[src/rtl/da_wave_send_if.sv]
// Configuration channel of the DDS waveform generator.
// A valid/ready offer of frequency word, waveform select and amplitude.
//   cfg_valid  master -> slave  configuration offer
//   cfg_ready  slave -> master  shadow register empty, offer taken on valid&ready
//   cfg_freq   master -> slave  phase increment per DAC sample
//   cfg_wave   master -> slave  0 sine, 1 square, 2 triangle, 3 sawtooth
//   cfg_amp    master -> slave  amplitude, 8'hFF = unity, 0 = flat mid-scale
interface da_wave_send_if #(
    parameter int PHASE_W = 32
);
    logic               cfg_valid;
    logic               cfg_ready;
    logic [PHASE_W-1:0] cfg_freq;
    logic [1:0]         cfg_wave;
    logic [7:0]         cfg_amp;

    modport master (
        output cfg_valid, cfg_freq, cfg_wave, cfg_amp,
        input  cfg_ready
    );

    modport slave (
        input  cfg_valid, cfg_freq, cfg_wave, cfg_amp,
        output cfg_ready
    );
endinterface

[src/rtl/da_wave_send.sv]
// DDS waveform generator driving an 8-bit offset-binary DAC (AD9708 class).
// The DAC clock is i_clk/2; samples change on the falling DAC clock edge so
// they are settled at every rising edge. A phase accumulator selects sine
// (external ROM), square, triangle or sawtooth, and the sample is scaled
// about mid-scale. New configuration is parked in a shadow register and only
// takes effect at a phase wrap, so a waveform period is never cut short.
// Ports:
//   i_clk, i_rst   system clock, asynchronous active-high reset
//   i_en           1 generate, 0 phase held at 0 and output mid-scale
//   cfg_if         configuration valid/ready channel (slave side)
//   o_rom_addr     sine ROM address (registered)
//   i_rom_data     sine ROM word, sampled one clk after o_rom_addr changes
//   o_da_clk       DAC clock
//   o_da_data      DAC sample
//   o_wrap         1-clk pulse after the tick on which the phase overflowed
//
// Config shadow FSM
//   state        | meaning
//   CFG_IDLE     | shadow empty, cfg_ready high
//   CFG_PEND     | shadow loaded, waiting for wrap (or en=0) to apply
//   CFG_APPLIED  | shadow just copied to active, cfg_ready returns next clk
module da_wave_send #(
    parameter int PHASE_W = 32,
    parameter int DATA_W  = 8,
    parameter int ROM_AW  = 8
) (
    input  logic              i_clk,
    input  logic              i_rst,
    input  logic              i_en,
    da_wave_send_if.slave     cfg_if,
    output logic [ROM_AW-1:0] o_rom_addr,
    input  logic [DATA_W-1:0] i_rom_data,
    output logic              o_da_clk,
    output logic [DATA_W-1:0] o_da_data,
    output logic              o_wrap
);
    localparam logic [DATA_W-1:0] MID    = {1'b1, {(DATA_W-1){1'b0}}};
    localparam int                PROD_W = DATA_W + 10;

    typedef enum logic [1:0] {
        CFG_IDLE    = 2'd0,
        CFG_PEND    = 2'd1,
        CFG_APPLIED = 2'd2
    } cfg_state_t;

    cfg_state_t r_state;
    cfg_state_t w_state_nxt;

    logic               r_da_clk;
    logic [PHASE_W-1:0] r_phase;
    logic               r_wrap;
    logic [ROM_AW-1:0]  r_rom_addr;
    logic [DATA_W-1:0]  r_da_data;

    logic [PHASE_W-1:0] r_freq;
    logic [1:0]         r_wave;
    logic [7:0]         r_amp;
    logic [PHASE_W-1:0] r_sh_freq;
    logic [1:0]         r_sh_wave;
    logic [7:0]         r_sh_amp;

    logic               w_tick;
    logic [PHASE_W:0]   w_sum;
    logic               w_carry;
    logic               w_wrap_now;
    logic               w_accept;
    logic               w_apply;
    logic               w_ready;

    logic [DATA_W:0]          w_p;
    logic [DATA_W-1:0]        w_raw;
    logic signed [DATA_W:0]   w_s;
    logic signed [PROD_W-1:0] w_prod;
    logic [DATA_W-1:0]        w_scaled;
    logic [DATA_W-1:0]        w_sample;

    // The tick is the clk on which the DAC clock falls: the register is high
    // before that edge.
    assign w_tick     = r_da_clk;
    assign w_sum      = {1'b0, r_phase} + {1'b0, r_freq};
    assign w_carry    = w_sum[PHASE_W];
    assign w_wrap_now = w_tick & i_en & w_carry;

    // ---------------- config shadow FSM ----------------
    always_ff @(posedge i_clk or posedge i_rst) begin
        if (i_rst) begin
            r_state <= CFG_IDLE;
        end else begin
            r_state <= w_state_nxt;
        end
    end

    always_comb begin
        w_state_nxt = r_state;
        w_accept    = 1'b0;
        w_apply     = 1'b0;
        w_ready     = 1'b0;
        case (r_state)
            CFG_IDLE: begin
                w_ready = 1'b1;
                if (cfg_if.cfg_valid) begin
                    w_accept    = 1'b1;
                    w_state_nxt = CFG_PEND;
                end
            end
            CFG_PEND: begin
                // With en low nothing is being generated, so there is no
                // period to protect and the shadow goes straight in.
                if (!i_en || w_wrap_now) begin
                    w_apply     = 1'b1;
                    w_state_nxt = CFG_APPLIED;
                end
            end
            CFG_APPLIED: w_state_nxt = CFG_IDLE;
            default:     w_state_nxt = CFG_IDLE;
        endcase
    end

    assign cfg_if.cfg_ready = w_ready;

    // ---------------- sample generation ----------------
    assign w_p = r_phase[PHASE_W-1 -: DATA_W+1];

    always_comb begin
        w_raw = i_rom_data;
        case (r_wave)
            2'd0:    w_raw = i_rom_data;
            2'd1:    w_raw = w_p[DATA_W] ? '0 : '1;
            2'd2:    w_raw = w_p[DATA_W] ? ~w_p[DATA_W-1:0] : w_p[DATA_W-1:0];
            default: w_raw = r_phase[PHASE_W-1 -: DATA_W];
        endcase
    end

    // Signed offset from mid-scale times amp/256; |result| never exceeds the
    // offset, so the sum stays inside the DAC range and low bits suffice.
    assign w_s      = $signed({1'b0, w_raw}) - $signed({1'b0, MID});
    assign w_prod   = PROD_W'(w_s) * PROD_W'($signed({1'b0, r_amp}));
    assign w_scaled = MID + DATA_W'(w_prod >>> 8);
    assign w_sample = (r_amp == 8'hFF) ? w_raw : w_scaled;

    // ---------------- datapath registers ----------------
    always_ff @(posedge i_clk or posedge i_rst) begin
        if (i_rst) begin
            r_da_clk   <= 1'b0;
            r_phase    <= '0;
            r_wrap     <= 1'b0;
            r_rom_addr <= '0;
            r_da_data  <= MID;
            r_freq     <= '0;
            r_wave     <= 2'd0;
            r_amp      <= 8'hFF;
            r_sh_freq  <= '0;
            r_sh_wave  <= 2'd0;
            r_sh_amp   <= 8'hFF;
        end else begin
            r_da_clk <= ~r_da_clk;

            if (!i_en) begin
                r_phase <= '0;
                r_wrap  <= 1'b0;
            end else if (w_tick) begin
                r_phase <= w_sum[PHASE_W-1:0];
                r_wrap  <= w_carry;
            end else begin
                r_wrap  <= 1'b0;
            end

            // Phase only moves on ticks, so this follows the new phase on the
            // clk after the tick and the ROM word is ready by the next tick.
            r_rom_addr <= r_phase[PHASE_W-1 -: ROM_AW];

            if (w_tick) begin
                r_da_data <= i_en ? w_sample : MID;
            end

            if (w_accept) begin
                r_sh_freq <= cfg_if.cfg_freq;
                r_sh_wave <= cfg_if.cfg_wave;
                r_sh_amp  <= cfg_if.cfg_amp;
            end

            if (w_apply) begin
                r_freq <= r_sh_freq;
                r_wave <= r_sh_wave;
                r_amp  <= r_sh_amp;
            end
        end
    end

    assign o_da_clk   = r_da_clk;
    assign o_da_data  = r_da_data;
    assign o_rom_addr = r_rom_addr;
    assign o_wrap     = r_wrap;
endmodule

[src/flat_wrapper.sv]
// flat-port wrapper written by rule: the top's interface ports become plain ports
module da_wave_send_flat 
#(
    parameter int PHASE_W = 32,
    parameter int DATA_W  = 8,
    parameter int ROM_AW  = 8
)
  (i_clk, i_rst, i_en, o_rom_addr, i_rom_data, o_da_clk, o_da_data, o_wrap, cfg_if_cfg_valid, cfg_if_cfg_freq, cfg_if_cfg_wave, cfg_if_cfg_amp, cfg_if_cfg_ready);
  da_wave_send_if #(.PHASE_W(PHASE_W)) cfg_if_i ();
  input  logic i_clk;
  input  logic i_rst;
  input  logic i_en;
  output logic [ROM_AW-1:0] o_rom_addr;
  input  logic [DATA_W-1:0] i_rom_data;
  output logic o_da_clk;
  output logic [DATA_W-1:0] o_da_data;
  output logic o_wrap;
  input wire logic [$bits(cfg_if_i.cfg_valid)-1:0] cfg_if_cfg_valid;
  input wire logic [$bits(cfg_if_i.cfg_freq)-1:0] cfg_if_cfg_freq;
  input wire logic [$bits(cfg_if_i.cfg_wave)-1:0] cfg_if_cfg_wave;
  input wire logic [$bits(cfg_if_i.cfg_amp)-1:0] cfg_if_cfg_amp;
  output wire logic [$bits(cfg_if_i.cfg_ready)-1:0] cfg_if_cfg_ready;
  assign cfg_if_i.cfg_valid = cfg_if_cfg_valid;
  assign cfg_if_i.cfg_freq = cfg_if_cfg_freq;
  assign cfg_if_i.cfg_wave = cfg_if_cfg_wave;
  assign cfg_if_i.cfg_amp = cfg_if_cfg_amp;
  assign cfg_if_cfg_ready = cfg_if_i.cfg_ready;
  da_wave_send #(.PHASE_W(PHASE_W), .DATA_W(DATA_W), .ROM_AW(ROM_AW)) u_core (.i_clk(i_clk), .i_rst(i_rst), .i_en(i_en), .cfg_if(cfg_if_i), .o_rom_addr(o_rom_addr), .i_rom_data(i_rom_data), .o_da_clk(o_da_clk), .o_da_data(o_da_data), .o_wrap(o_wrap));
endmodule
[config.mk]
export PLATFORM = sky130hd
export DESIGN_NAME = da_wave_send_flat
export DESIGN_NICKNAME = d
export VERILOG_FILES = /design/src/rtl/da_wave_send_if.sv /design/src/rtl/da_wave_send.sv /design/src/flat_wrapper.sv
export SDC_FILE = /design/constraint.sdc
export NUM_CORES = 1
export LEC_CHECK = 0
export ABC_CLOCK_PERIOD_IN_PS = 6890
export CAP_MARGIN = 40
export CELL_PAD_IN_SITES_DETAIL_PLACEMENT = 0
export CELL_PAD_IN_SITES_GLOBAL_PLACEMENT = 1
export CORE_AREA = 2 2 170 122
export CTS_CLUSTER_DIAMETER = 50
export DETAILED_ROUTE_END_ITERATION = 8
export DIE_AREA = 0 0 172 124
export PLACE_DENSITY = 0.78
export SLEW_MARGIN = 20
export SYNTH_ARGS = -nofsm -noshare
export SYNTH_HDL_FRONTEND = slang
export SYNTH_SLANG_ARGS = --single-unit
[constraint.sdc]
create_clock -name i_clk -period 6.89 [get_ports i_clk]
set_clock_uncertainty 0.05 [all_clocks]
set_input_delay 1.378 -clock i_clk [delete_from_list [all_inputs] [get_ports i_clk]]
set_output_delay 1.378 -clock i_clk [all_outputs]
set_load 0.02 [all_outputs]
==> summary.md <==
| Metric | Value |
|---|---|
| DIE AREA | 0.0213 mm2 |
| Critical path launch point type | primary input |
| Core area | 0.0196 mm2 |
| Post-synth ARST share | 1.00 |
| CP Data Required Time | ~7.2 ns |
| Post-route cell area | 0.0110 mm2 |
| Fin. Hold Viols | 0 |
| Die X | ~170 um |
| Mapped Cells | 853 |
| Worst hold path type | reg -> reg |
| IO Pins | 73 |
| Netlist cell types | 63 |
| All-Layer GR Usage | 0.212 |
| CTS tree | built |
| DRC errors left | 0 |
| Layout cell share with drive strength beyond 1 | 0.167 |
| Via/cell ratio | 5.30 |
| First-pass GRT wire length | between 30000 and 40000 um |
| Final #Nets | 1097 |
| Fmax | between 150 and 200 MHz |
| Cell row count | 43 |
| Initial antenna violation count | 0 |
| Tcrit/Tclk final | 0.936 |
| Largest family of logic cells by synthesized area | adder cells |
| PortBufs | 72 |
| EDFF count, synth | 0 |
| Adder-Cell Fraction of Synth Area | 0.192 |
| DRT Pass-1 Iters | 5 |
| Relative slew slack | 0.500 |
| Multiplexer share of the synthesized area | 0.139 |
| Placer Congestion | 0.866 |
| Post-CTS Resized | 0 |
| DRT iter0 DRCs | roughly 440 |
| Max clock buf depth | 2 |
| Compound-Gate Fraction of Synth Area | 0.102 |
| Yosys warning count | 0 |
| Hold slack | between 0.4 and 0.5 ns |
| Die height | 124 um |
| CTS buffer count | 17 |
| Post-route setup TNS | 0 ns |
| Final setup vio count | 0 |
| Total congestion overflow | 0 |
| Number of diodes | 0 |
| Worst path most repeated cell | fa_1 |
| Clk slew on worst S/H paths | 0.07 ns |
| Count of max-cap constraint violations | 0 |
| # fillers | 1697 |
| Crit path capture type | flop |
| Starting Density | 0.476 |
| Sequential share of the synthesized area | 0.367 |
| Crit Path Category | in -> reg |
| Wire length per cell | ~17 um |
| Outcome | finished clean |
| HPWL Detailed | 15400 um |
| Slowest-stage cell, CP | fa_1 |
| Cts hold-fix bufs | 0 |
| Worst EP arrival | 6.71 ns |
| Min cycle time layout | 6.45 ns |
| Placed standard-cell area | 0.0104 mm2 |
| Pin count of the biggest net entering global routing | 81 |
| Final Util | 0.561 |
| Skew-Pair Late Insertion Delay | 0.42 ns |
| Area Overhead vs Synth | 17.8% |
| Simple-gate area share of the yosys netlist | 0.114 |
| CP Cell Sequence | clkdlybuf4s50_1 > o21ai_0 > nor2_1 > a21oi_1 > nand2_1 > fa_1 > fa_1 > inv_1 > fa_1 > inv_1 > fa_1 > inv_1 > ha_1 > and2_1 > and4_1 > o31a_1 > a21oi_2 > o21bai_2 > xor2_1 > a221o_1 |
| Largest stage delay, worst path | 0.58 ns |
| Slew Viols, Final | 0 |
| Root buf cell | clkbuf_16 |
| Post-CTS Setup Bufs | 0 |
| Detail Route Antenna Nets | 0 |
| Synth Area in XOR/XNOR | 0.0394 |
| Synth Flop Type | dfrtp_1 |
| Clock sink count | approximately 140 |
| Max FO, Critical Path | 4 |
| Synthesized area | 0.00933 mm2 |
| Synthesized Nets | 1019 |
| Routed WL | 20800 um |
| Avg Cell Area, Syn | around 11 um2 |
| H-tree level count | 4 |
| Number of global-route vias before repair | 6291 |
| Flops & latches, synth | 136 |
| Slew @ Worst Pin | 0.745 ns |
| Via count | 6435 |
| RSZ-0062 raised after global routing | no |
cells in the final DEF (no fill, tap or decap), types with 9 or more instances in the layout:
cell type and count:
o21ai_0 31, a21oi_1 37, nand3_1 12, and2_1 42
xnor2_1 30, nand2_1 53, a21o_1 16, nor2_1 50
nand4_1 9, clkdlybuf4s50_1 72, inv_1 76, dfstp_2 17
mux2_4 39, nor2b_1 10, mux2i_1 16, buf_4 9
a211oi_1 10, nor3_1 9, clkbuf_16 18, ha_1 60
xor2_1 12, dfrtp_1 119, mux2_2 42, fa_1 52
cell usage after synthesis, types with 5 or more instances:
library cell | n | area, um2
a211oi_1 | 10 | 75.1
mux2i_1 | 16 | 160
nor3_1 | 9 | 45.0
fa_1 | 52 | 1040
mux2_2 | 42 | 473
a21oi_1 | 37 | 185
dfstp_2 | 17 | 447
and2_1 | 43 | 269
inv_1 | 77 | 289
clkbuf_1 | 19 | 71.3
nor2_1 | 50 | 188
nand2_1 | 53 | 199
o21a_1 | 5 | 37.5
o21ai_1 | 8 | 40.0
xnor2_1 | 30 | 263
a21o_1 | 16 | 120
ha_1 | 60 | 751
nand4_1 | 9 | 56.3
dfrtp_1 | 119 | 2980
buf_6 | 6 | 67.6
mux2_4 | 39 | 586
o211ai_1 | 5 | 37.5
o21ai_0 | 31 | 155
nor2b_1 | 10 | 62.6
xor2_1 | 12 | 105
nand3_1 | 12 | 60.1
cell families after synthesis:
| family | Yosys count |
|---|---|
| buf+inv | 103 |
| simple gates | 212 |
| flops | 136 |
| compound gates | 146 |
| mux | 102 |
| fa+ha+maj | 112 |
| xor+xnor | 42 |
layer usage:
layer,track usage,vias up,routed length [um]
li1,-,3097,-
met1,0.345,3161,11300
met2,0.277,162,7920
met3,0.0477,15,1340
met4,0.0562,0,207
met5,0,-,0
state kept, by name, indices dropped and copies added (netlist names):
signal and cells:
u_core.o_wrap 1, u_core.r_sh_wave 2, u_core.r_amp 8, u_core.r_sh_amp 8, u_core.o_rom_addr 8, u_core.r_phase 32
u_core.r_freq 32, u_core.r_wave 2, u_core.r_sh_freq 32, u_core.o_da_clk 1, u_core.o_da_data 8, u_core.r_state 2
metrics by stage:
stage                     setup slack, ns  instances
after detailed placement           0.0550       1180
final                               0.441       1214
after CTS                           0.487       1212
after global placement             0.0993       1177
after floorplan                     0.734        853
after global routing                0.251       1214
worst max-delay path: cells and delay by family:
| family | cells | cell delay (ns) |
|---|---|---|
| adders and majority gates | 5 | 2.48 |
| AOI/OAI and AO/OA | 6 | 1.47 |
| and+or+nand+nor | 4 | 0.67 |
| buffers and inverters | 4 | 0.56 |
| xor gates and xnor gates | 1 | 0.15 |
cell type report:
cell class              instances  area, um2  area share
well taps                     270        338      0.0307
multi-input cells             614       5470       0.498
clock buffers                  23        499      0.0454
repair buffers                 85        883      0.0804
clock inverters                 9       76.3     0.00695
flip-flops and latches        136       3420       0.312
inverters                      77        294      0.0268
worst paths after layout:
| check | from | endpoint | slack (ns) | depth (start not counted) |
|---|---|---|---|---|
| hold / removal | u_core.o_da_data[1]$_DFFE_PP0P_ | u_core.o_da_data[1]$_DFFE_PP0P_ | 0.44 | 1 |
| min in group asynchronous | i_rst | u_core.o_wrap$_DFF_PP0_ | 1.41 | 2 |
| hold reg to reg | u_core.o_da_data[1]$_DFFE_PP0P_ | u_core.o_da_data[1]$_DFFE_PP0P_ | 0.44 | 1 |
| setup reg to reg | u_core.r_phase[31]$_DFFE_PP0P_ | u_core.o_da_data[6]$_DFFE_PP0P_ | 0.89 | 20 |
| setup / recovery | i_rom_data[7] | u_core.o_da_data[6]$_DFFE_PP0P_ | 0.44 | 20 |
| max in group asynchronous | i_rst | u_core.r_freq[31]$_DFFE_PP0P_ | 4.15 | 3 |
Power is not shown: default switching activity piles up to over one toggle a cycle in this logic, so the estimate is an artifact.
